$ cat src/rtl/alu_pkg.sv
// rtl/alu_pkg.sv - shared types and constants for the ALU op sequencer
package alu_pkg;

    localparam int DEFAULT_WIDTH = 8;
    localparam int FUNC_W        = 3;

    typedef enum logic [1:0] {
        S_IDLE   = 2'd0,
        S_DECODE = 2'd1,
        S_EXEC   = 2'd2,
        S_DONE   = 2'd3
    } state_t;

    localparam logic [FUNC_W-1:0] F_000 = 3'b000;
    localparam logic [FUNC_W-1:0] F_001 = 3'b001;
    localparam logic [FUNC_W-1:0] F_010 = 3'b010;
    localparam logic [FUNC_W-1:0] F_011 = 3'b011;
    localparam logic [FUNC_W-1:0] F_100 = 3'b100;
    localparam logic [FUNC_W-1:0] F_101 = 3'b101;
    localparam logic [FUNC_W-1:0] F_110 = 3'b110;
    localparam logic [FUNC_W-1:0] F_111 = 3'b111;

    // Packed command word: {func, a, b}
    function automatic int cmd_width(input int width);
        return FUNC_W + 2 * width;
    endfunction

endpackage

$ cat src/rtl/alu_cmd_fifo.sv
// rtl/alu_cmd_fifo.sv - command FIFO with wrap-bit pointers, no full-pop bypass
module alu_cmd_fifo #(
    parameter int DEPTH = 2,
    parameter int DW    = 19
) (
    input  logic          clk,
    input  logic          rst,
    input  logic          push,
    input  logic [DW-1:0] push_data,
    input  logic          pop,
    output logic          full,
    output logic          empty,
    output logic [DW-1:0] head_data
);

    localparam int          AW      = $clog2(DEPTH);
    localparam logic [AW:0] PTR_ONE = {{AW{1'b0}}, 1'b1};

    logic [AW:0]   wr_ptr_q, wr_ptr_d;
    logic [AW:0]   rd_ptr_q, rd_ptr_d;
    logic [DW-1:0] mem_q [DEPTH];
    logic          push_ok;
    logic          pop_ok;

    // Full/empty come only from registered pointers, so a pop never frees a slot in the same cycle
    assign full      = (wr_ptr_q[AW] != rd_ptr_q[AW]) && (wr_ptr_q[AW-1:0] == rd_ptr_q[AW-1:0]);
    assign empty     = (wr_ptr_q == rd_ptr_q);
    assign push_ok   = push && !full;
    assign pop_ok    = pop && !empty;
    assign head_data = mem_q[rd_ptr_q[AW-1:0]];

    // Pointer advance; the extra wrap bit distinguishes full from empty
    always_comb begin
        wr_ptr_d = wr_ptr_q;
        rd_ptr_d = rd_ptr_q;
        if (push_ok) wr_ptr_d = wr_ptr_q + PTR_ONE;
        if (pop_ok)  rd_ptr_d = rd_ptr_q + PTR_ONE;
    end

    // Pointer registers; reset empties the FIFO
    always_ff @(posedge clk) begin
        if (rst) begin
            wr_ptr_q <= '0;
            rd_ptr_q <= '0;
        end else begin
            wr_ptr_q <= wr_ptr_d;
            rd_ptr_q <= rd_ptr_d;
        end
    end

    // Storage write; contents need no reset since the pointers gate visibility
    always_ff @(posedge clk) begin
        if (push_ok && !rst) mem_q[wr_ptr_q[AW-1:0]] <= push_data;
    end

endmodule

$ cat src/rtl/alu_op_sequencer.sv
// rtl/alu_op_sequencer.sv - queues ALU commands, drives function select, returns results
module alu_op_sequencer
    import alu_pkg::*;
#(
    parameter int WIDTH = DEFAULT_WIDTH,
    parameter int DEPTH = 2
) (
    input  logic             clk,
    input  logic             rst,
    input  logic             cmd_valid,
    output logic             cmd_ready,
    input  logic [2:0]       cmd_func,
    input  logic [WIDTH-1:0] cmd_a,
    input  logic [WIDTH-1:0] cmd_b,
    output logic             f2,
    output logic             f1,
    output logic             f0,
    input  logic             fBit,
    output logic             alu_en,
    output logic [WIDTH-1:0] alu_a,
    output logic [WIDTH-1:0] alu_b,
    input  logic [WIDTH-1:0] alu_result,
    output logic             res_valid,
    input  logic             res_ready,
    output logic [WIDTH-1:0] res_data,
    output logic [2:0]       res_func,
    output logic             busy
);

    localparam int CMD_W = cmd_width(WIDTH);

    state_t           state_q, state_d;
    logic [2:0]       op_func_q, op_func_d;
    logic [WIDTH-1:0] op_a_q, op_a_d;
    logic [WIDTH-1:0] op_b_q, op_b_d;
    logic             long_op_q, long_op_d;
    logic             second_q, second_d;
    logic [WIDTH-1:0] res_data_q, res_data_d;
    logic [2:0]       res_func_q, res_func_d;

    logic             fifo_full;
    logic             fifo_empty;
    logic             fifo_push;
    logic             fifo_pop;
    logic [CMD_W-1:0] head_data;
    logic [2:0]       head_func;
    logic [WIDTH-1:0] head_a;
    logic [WIDTH-1:0] head_b;
    logic             fsel_active;

    assign cmd_ready = !fifo_full && !rst;
    assign fifo_push = cmd_valid && cmd_ready;
    assign {head_func, head_a, head_b} = head_data;

    alu_cmd_fifo #(
        .DEPTH (DEPTH),
        .DW    (CMD_W)
    ) u_fifo (
        .clk       (clk),
        .rst       (rst),
        .push      (fifo_push),
        .push_data ({cmd_func, cmd_a, cmd_b}),
        .pop       (fifo_pop),
        .full      (fifo_full),
        .empty     (fifo_empty),
        .head_data (head_data)
    );

    // Next-state logic: pop in IDLE, sample fBit in DECODE, one or two EXEC cycles, hold in DONE
    always_comb begin
        state_d    = state_q;
        op_func_d  = op_func_q;
        op_a_d     = op_a_q;
        op_b_d     = op_b_q;
        long_op_d  = long_op_q;
        second_d   = second_q;
        res_data_d = res_data_q;
        res_func_d = res_func_q;
        fifo_pop   = 1'b0;
        case (state_q)
            S_IDLE: begin
                if (!fifo_empty) begin
                    fifo_pop  = 1'b1;
                    op_func_d = head_func;
                    op_a_d    = head_a;
                    op_b_d    = head_b;
                    state_d   = S_DECODE;
                end
            end
            S_DECODE: begin
                long_op_d = fBit;
                second_d  = 1'b0;
                state_d   = S_EXEC;
            end
            S_EXEC: begin
                if (long_op_q && !second_q) begin
                    second_d = 1'b1;
                end else begin
                    res_data_d = alu_result;
                    res_func_d = op_func_q;
                    state_d    = S_DONE;
                end
            end
            S_DONE: begin
                if (res_ready) state_d = S_IDLE;
            end
            default: state_d = S_IDLE;
        endcase
    end

    // State, op and result registers; reset drops any in-flight op
    always_ff @(posedge clk) begin
        if (rst) begin
            state_q    <= S_IDLE;
            op_func_q  <= F_000;
            op_a_q     <= '0;
            op_b_q     <= '0;
            long_op_q  <= 1'b0;
            second_q   <= 1'b0;
            res_data_q <= '0;
            res_func_q <= F_000;
        end else begin
            state_q    <= state_d;
            op_func_q  <= op_func_d;
            op_a_q     <= op_a_d;
            op_b_q     <= op_b_d;
            long_op_q  <= long_op_d;
            second_q   <= second_d;
            res_data_q <= res_data_d;
            res_func_q <= res_func_d;
        end
    end

    // Function select is live from DECODE through EXEC and parked at zero otherwise
    assign fsel_active  = (state_q == S_DECODE) || (state_q == S_EXEC);
    assign {f2, f1, f0} = fsel_active ? op_func_q : F_000;
    assign alu_en       = (state_q == S_EXEC);
    assign alu_a        = op_a_q;
    assign alu_b        = op_b_q;
    assign res_valid    = (state_q == S_DONE);
    assign res_data     = res_data_q;
    assign res_func     = res_func_q;
    assign busy         = (state_q != S_IDLE) || !fifo_empty;

endmodule
$ cat config.mk
export PLATFORM = sky130hd
export DESIGN_NAME = alu_op_sequencer
export DESIGN_NICKNAME = d
export VERILOG_FILES = /design/src/rtl/alu_pkg.sv /design/src/rtl/alu_cmd_fifo.sv /design/src/rtl/alu_op_sequencer.sv
export SDC_FILE = /design/constraint.sdc
export NUM_CORES = 1
export LEC_CHECK = 0
export BUFFER_PORTS_ARGS = -buffer_cell sky130_fd_sc_hd__buf_4
export CORE_MARGIN = 2
export CORE_UTILIZATION = 55
export CTS_CLUSTER_SIZE = 8
export DETAILED_ROUTE_END_ITERATION = 6
export GPL_ROUTABILITY_DRIVEN = 0
export PLACE_DENSITY = 0.92
export SETUP_SLACK_MARGIN = 0.5
export SYNTH_ARGS = -nofsm -noshare
export SYNTH_HDL_FRONTEND = slang
export SYNTH_SLANG_ARGS = --single-unit
$ cat constraint.sdc
create_clock -name clk -period 4.4 [get_ports clk]
set_clock_uncertainty 0.1 [all_clocks]
set_input_delay 0.44 -clock clk [delete_from_list [all_inputs] [get_ports clk]]
set_output_delay 0.44 -clock clk [all_outputs]
set_load 0.02 [all_outputs]
======== After elaboration in Yosys (flattened, before gate mapping) ========
Memories as Yosys holds them, arrays and structs flattened. A register that Yosys moved wholly into a read port is not among the register bits.
Cells that the tools add are included.
storage, ports and cells
  bits in registers ....................... 19
  word-level logic and storage cells ...... 53
  output and inout port bits .............. 34
  input bits .............................. 32
  memories kept ........................... 1
  bits in writable memories ............... 38
memories
  memory        depth  bits a word  read ports  clocked after Yosys merged registers in  write ports  line                source
  u_fifo.mem_q  2      19           1           1                                        1            alu_cmd_fifo.sv:21  logic [DW-1:0] mem_q [DEPTH];
cells by class
  equal/unequal tests ..................... 10
  reductions and logical operators ........ 20
  add/sub/neg operators ................... 2
  multiplexer cells ....................... 11
  bitwise operators ....................... 2
operator list
  kind                                                   count
  case mux 2 bit (4 select lines)                        1
  logical AND 1 bit                                      7
  two-way mux 2 bit                                      3
  AND reduction 2 bit                                    3
  two-way mux 1 bit                                      5
  adder 2 x 1 -> 2 bit, second input constant            2
  == test 2 bit, second input constant                   2
  logical NOT 1 bit                                      4
  inequality test 2 x 1 -> 1 bit, second input constant  2
  inequality test 2 bit, second input constant           2
  nonzero test 2 bit                                     2
  two-way mux 3 bit                                      1
  AND reduction 3 bit                                    1
  == test 2 x 1 -> 1 bit, second input constant          1
  == test 2 bit                                          1
  logical NOT 2 bit                                      1
  logical OR 1 bit                                       2
  NOT 1 bit                                              2
  case mux 1 bit (2 select lines)                        1
  == test 1 bit                                          1
  inequality test 1 bit                                  1

======== Longest topological paths before layout ========
  depth in word-level cells ............... 9
  depth in mapped cells ................... 6
  gate-level depth less buffers ........... 6

======== Modules after synthesis ========
From an unflattened synthesis, not the netlist that was laid out.
unflattened totals
  cells, all modules ...................... 260
  area total of the unflattened synthesis .. 3030.4 µm²
modules (own cells, without submodules)
  module            instances  seq. area each (µm²)  cells an instance  area each (µm²)
  alu_cmd_fifo      1          1241.2                93                 1654.1
  alu_op_sequencer  1          680.7                 167                1376.3

======== Worst setup path after synthesis ========
Ideal clock, no wire load.
  kind .................................... register to register
  start point ............................. register u_fifo.wr_ptr_q[1]
  end point ............................... memory u_fifo.mem_q[0][0], enable pin
  setup slack ............................. 1941 ps
  arrival time ............................ 1965 ps
  buffers on the path ..................... 0
  period minus slack after synthesis ...... 2459 ps
  data required time ...................... 3905 ps
  stages on the path, launching flop included .. 5
  setup time .............................. 395 ps
  cell sequence ........................... dfxtp_1 xor2_2 a21oi_1 nand2_1 nor2_1
on the way
  longest elaborated chain between the ends .. 9
RTL lines
  what                                     line                    source
  start, declared                          alu_cmd_fifo.sv:19      logic [AW:0] wr_ptr_q, wr_ptr_d;
  start signal, assigned                   alu_cmd_fifo.sv:46      wr_ptr_q <= wr_ptr_d;
  inequality test 1 bit                    alu_cmd_fifo.sv:26      assign full = (wr_ptr_q[AW] != rd_ptr_q[AW]) && (wr_ptr_q[AW-1:0] == rd_ptr_q[AW-1:0]);
  logical AND 1 bit                        alu_cmd_fifo.sv:26
  logical NOT 1 bit                        alu_op_sequencer.sv:51  assign cmd_ready = !fifo_full && !rst;
  logical AND 1 bit                        alu_op_sequencer.sv:51
  via cmd_ready                            alu_op_sequencer.sv:11  output logic cmd_ready,
  logical AND 1 bit                        alu_op_sequencer.sv:52  assign fifo_push = cmd_valid && cmd_ready;
  logical AND 1 bit                        alu_cmd_fifo.sv:28      assign push_ok = push && !full;
  logical AND 1 bit                        alu_cmd_fifo.sv:53      if (push_ok && !rst) mem_q[wr_ptr_q[AW-1:0]] <= push_data;
  two-way mux 1 bit                        alu_cmd_fifo.sv:53
  two-way mux 1 bit (implied by the code)  alu_cmd_fifo.sv:53
  end, declared                            alu_cmd_fifo.sv:21
The timed path passes the listed nets, and every way through them passes these cells.

======== Worst setup path after layout ========
  start point ............................. register u_fifo.rd_ptr_q[0]
  end point ............................... memory u_fifo.mem_q[0][16], enable pin
on the way
  longest elaborated chain between the ends .. 9
RTL lines
  what                                         line                                        source
  start, declared                              alu_cmd_fifo.sv:20                          logic [AW:0] rd_ptr_q, rd_ptr_d;
  start signal, assigned                       alu_cmd_fifo.sv:47                          rd_ptr_q <= rd_ptr_d;
  == test 1 bit (*)                            alu_cmd_fifo.sv:26
  logical AND 1 bit (*)                        alu_cmd_fifo.sv:26
  logical NOT 1 bit (*)                        alu_cmd_fifo.sv:28, alu_op_sequencer.sv:51
  logical AND 1 bit                            alu_op_sequencer.sv:51
  logical AND 1 bit                            alu_op_sequencer.sv:52
  logical AND 1 bit (*)                        alu_cmd_fifo.sv:28
  logical AND 1 bit (*)                        alu_cmd_fifo.sv:53
  two-way mux 1 bit (*)                        alu_cmd_fifo.sv:53
  two-way mux 1 bit (implied by the code) (*)  alu_cmd_fifo.sv:53
Mark *: on every way between the ends. The rest lies on a longest branch, timed or not.

==> reports/metrics.cfg <==
[outcome]
status = complete, no violations

[worst_setup_path]
worst_path_largest_cell_delay_ps = 780
startpoint = u_fifo.rd_ptr_q[0]
end_kind = flip-flop
crit_arrival_ps = 2230
worst_ep_required_time_ps = 4260
startpoint_type = flip-flop
critical-path-slowest-cell = nor2_2
path_cells = xnor2_1 -> a21oi_1 -> nand2_1 -> nor2_2
worst-path-max-fanout = 19
path_class = flip-flop to flip-flop
reg2reg_from = u_fifo.rd_ptr_q[0]

[floorplan]
io_pins = 66
coreArea_um2 = 5200
dieArea_um2 = 6070
rows = 26
die_w_um = 77.9
start_util = 0.578
die_h_um = 77.9

[synth]
postSynthAreaPerCell_um2 = 14.0
yosysUniqueCellTypes = 31
syn-num-nets = 252
yosysSeqAreaShare = 0.633
syn-instance-count = 215
yosysWarnings = 0
synthesis.area_um2 = 3010
ys_seq_elements = 76

[hold_path]
hp-class = input port to flip-flop
min_from = cmd_b[2]

[sta]
hold_ws_ps = 183
slew_viol_final = 0
rsz0062_at_grt = false
setup_viol = 0
period_minus_slack_ps = 2380
timing.slew.headroom = 0.134
worst_pin_slew_ps = 1290
setup_tns_ps = 0
fmax_mhz = 421
finalHoldViolCount = 0
period_share = 0.540

[cts]
clock_insertion_delay_worst_skew_ps = 340
cts_buffer_depth = 2
postCtsSetupRepairBufs = 0
cts_num_sinks = 76
cts_tree = yes
cts_buffers = 9
ctsResizeCount = 0
postCtsHoldBufs = 0
path_clk_slew_ps = 70
clock-root-buffer = clkbuf_8
cts.htree.levels = 3

[pwr]
p_per_area_nw_per_um2 = 585
vdd_drop_max_mv = 0.361
p_leak_uw = 0.00148
finalPower_uw = 2140

[route]
ant_nets = 0
drt_pass1_iterations = 4
drt-total-wl_mm = 5.25
routed_via_density = 5.12
drc = 0
vias = 1821
route.detailed.wl_per_inst_um = 14.7
drtIter0Drc = 146

[place]
dp_hpwl_mm = 3.44
placedInstanceArea_um2 = 3500
portBuffers = 65

[cells_and_area]
finalNetCount = 318
final_area_um2 = 3650
fillers = 362
multi_input_area_um2 = 986
drive_above_1_share = 0.360
final_util = 0.702
seq_area_um2 = 1900
syn2layout_area_growth_pct = 21.5
n_antenna_cell = 0

[global_route]
gr-total-overflow = 0
grt_max_degree = 41
grt_use_total = 0.188
grt_pass1_wl_mm = 8.66
antenna_found_initial = 0
grt_pass1_vias = 1795

[job]
drv_cap = 0

==> cell usage after synthesis <==
library cell / instances / share of area
nor3_1: 1 / 0.0017
buf_4: 2 / 0.0050
clkbuf_8: 1 / 0.0046
mux2i_1: 33 / 0.11
buf_1: 1 / 0.0012
o21ai_0: 1 / 0.0017
buf_12: 1 / 0.0067
nor2_1: 38 / 0.047
a211oi_2: 19 / 0.079
nand2_1: 3 / 0.0037
nand2b_1: 2 / 0.0042
xor2_1: 1 / 0.0029
or3_2: 1 / 0.0025
dfxtp_1: 38 / 0.25
ha_1: 5 / 0.021
a2111oi_4: 1 / 0.0092
edfxtp_1: 38 / 0.38
o21a_4: 1 / 0.0050
o311a_2: 1 / 0.0037
a21oi_1: 3 / 0.0050
xor2_2: 1 / 0.0054
nor2b_1: 1 / 0.0021
a211oi_1: 1 / 0.0025
buf_2: 4 / 0.0067
buf_6: 2 / 0.0075
nand3b_1: 1 / 0.0025
inv_1: 6 / 0.0075
and2_1: 3 / 0.0062
a211o_1: 1 / 0.0029
xnor2_1: 3 / 0.0087
clkbuf_1: 1 / 0.0012
==> layer usage <==
metal | up-vias | global-route usage | part of all wire
met5 | - | 0 | 0
met1 | 854 | 0.224 | 0.42
li1 | 896 | - | -
met3 | 15 | 0.0453 | 0.059
met2 | 56 | 0.311 | 0.50
met4 | 0 | 0.107 | 0.024
==> through the flow <==
step | setup WS [ps] | cells
after global placement | 2090 | 340
final | 2020 | 356
after detailed placement | 1990 | 340
after CTS | 1980 | 356
after global routing | 1830 | 356
after floorplan | 1940 | 215
==> cells in the final DEF (no fill, tap or decap), types with 3 or more instances in the layout <==
| cell | count |
|---|---|
| a211oi_2 | 19 |
| a21oi_1 | 3 |
| and2_1 | 3 |
| buf_4 | 67 |
| clkbuf_1 | 4 |
| clkbuf_8 | 9 |
| dfxtp_1 | 38 |
| edfxtp_1 | 38 |
| ha_1 | 5 |
| inv_1 | 6 |
| mux2i_1 | 33 |
| nand2_1 | 3 |
| nor2_1 | 37 |
| xnor2_1 | 3 |
==> worst max-delay path, delay by kind of cell (launching register included) <==
kind	cells	cell delay, ps
AND/OR/NAND/NOR	2	920
flip-flops	1	640
AO/OA/AOI/OAI	1	210
XOR/XNOR	1	130
==> cell type report <==
type,instances,share of cell area
Multi-Input combinational cell,121,0.270
Inverter,6,0.00616
Tap cell,70,0.0240
Timing Repair Buffer,67,0.138
Clock buffer,13,0.0380
Sequential cell,76,0.521
Clock inverter,3,0.00377
==> power by group <==
| group | total (µW) | switching, µW | internal, µW | leakage [µW] |
|---|---|---|---|---|
| combinational | 771 | 444 | 328 | 0.000739 |
| clock | 431 | 229 | 202 | 0.0000788 |
| sequential | 934 | 72.4 | 862 | 0.000660 |
==> logic make-up after synthesis <==
| group | after synthesis | share of synthesized area |
|---|---|---|
| flip-flops | 76 | 0.633 |
| AND/OR/NAND/NOR | 50 | 0.0703 |
| multiplexers | 33 | 0.110 |
| AO/OA/AOI/OAI | 28 | 0.109 |
| buffers and inverters | 18 | 0.0404 |
| XOR/XNOR | 5 | 0.0171 |
| adder cells (fa/ha/maj) | 5 | 0.0208 |
==> flip-flops by register name, summed over array words and instances (netlist names) <==
register and count:
long_op_q 1, res_func 3, second_q 1, u_fifo.mem_q 38, state_q 2, op_func_q 3, u_fifo.wr_ptr_q 2, alu_a 8
res_data 8, alu_b 8, u_fifo.rd_ptr_q 2
==> final timing paths <==
| kind | to | slack, ps | depth (start not counted) |
|---|---|---|---|
| hold / removal | u_fifo.mem_q[1][2] | 180 | 1 |
| hold reg to reg | res_data[2] | 400 | 2 |
| setup / recovery | u_fifo.mem_q[0][16] | 2020 | 4 |
| setup reg to reg | u_fifo.mem_q[0][16] | 2020 | 4 |
Note: power is estimated with default switching activity, not from simulation.
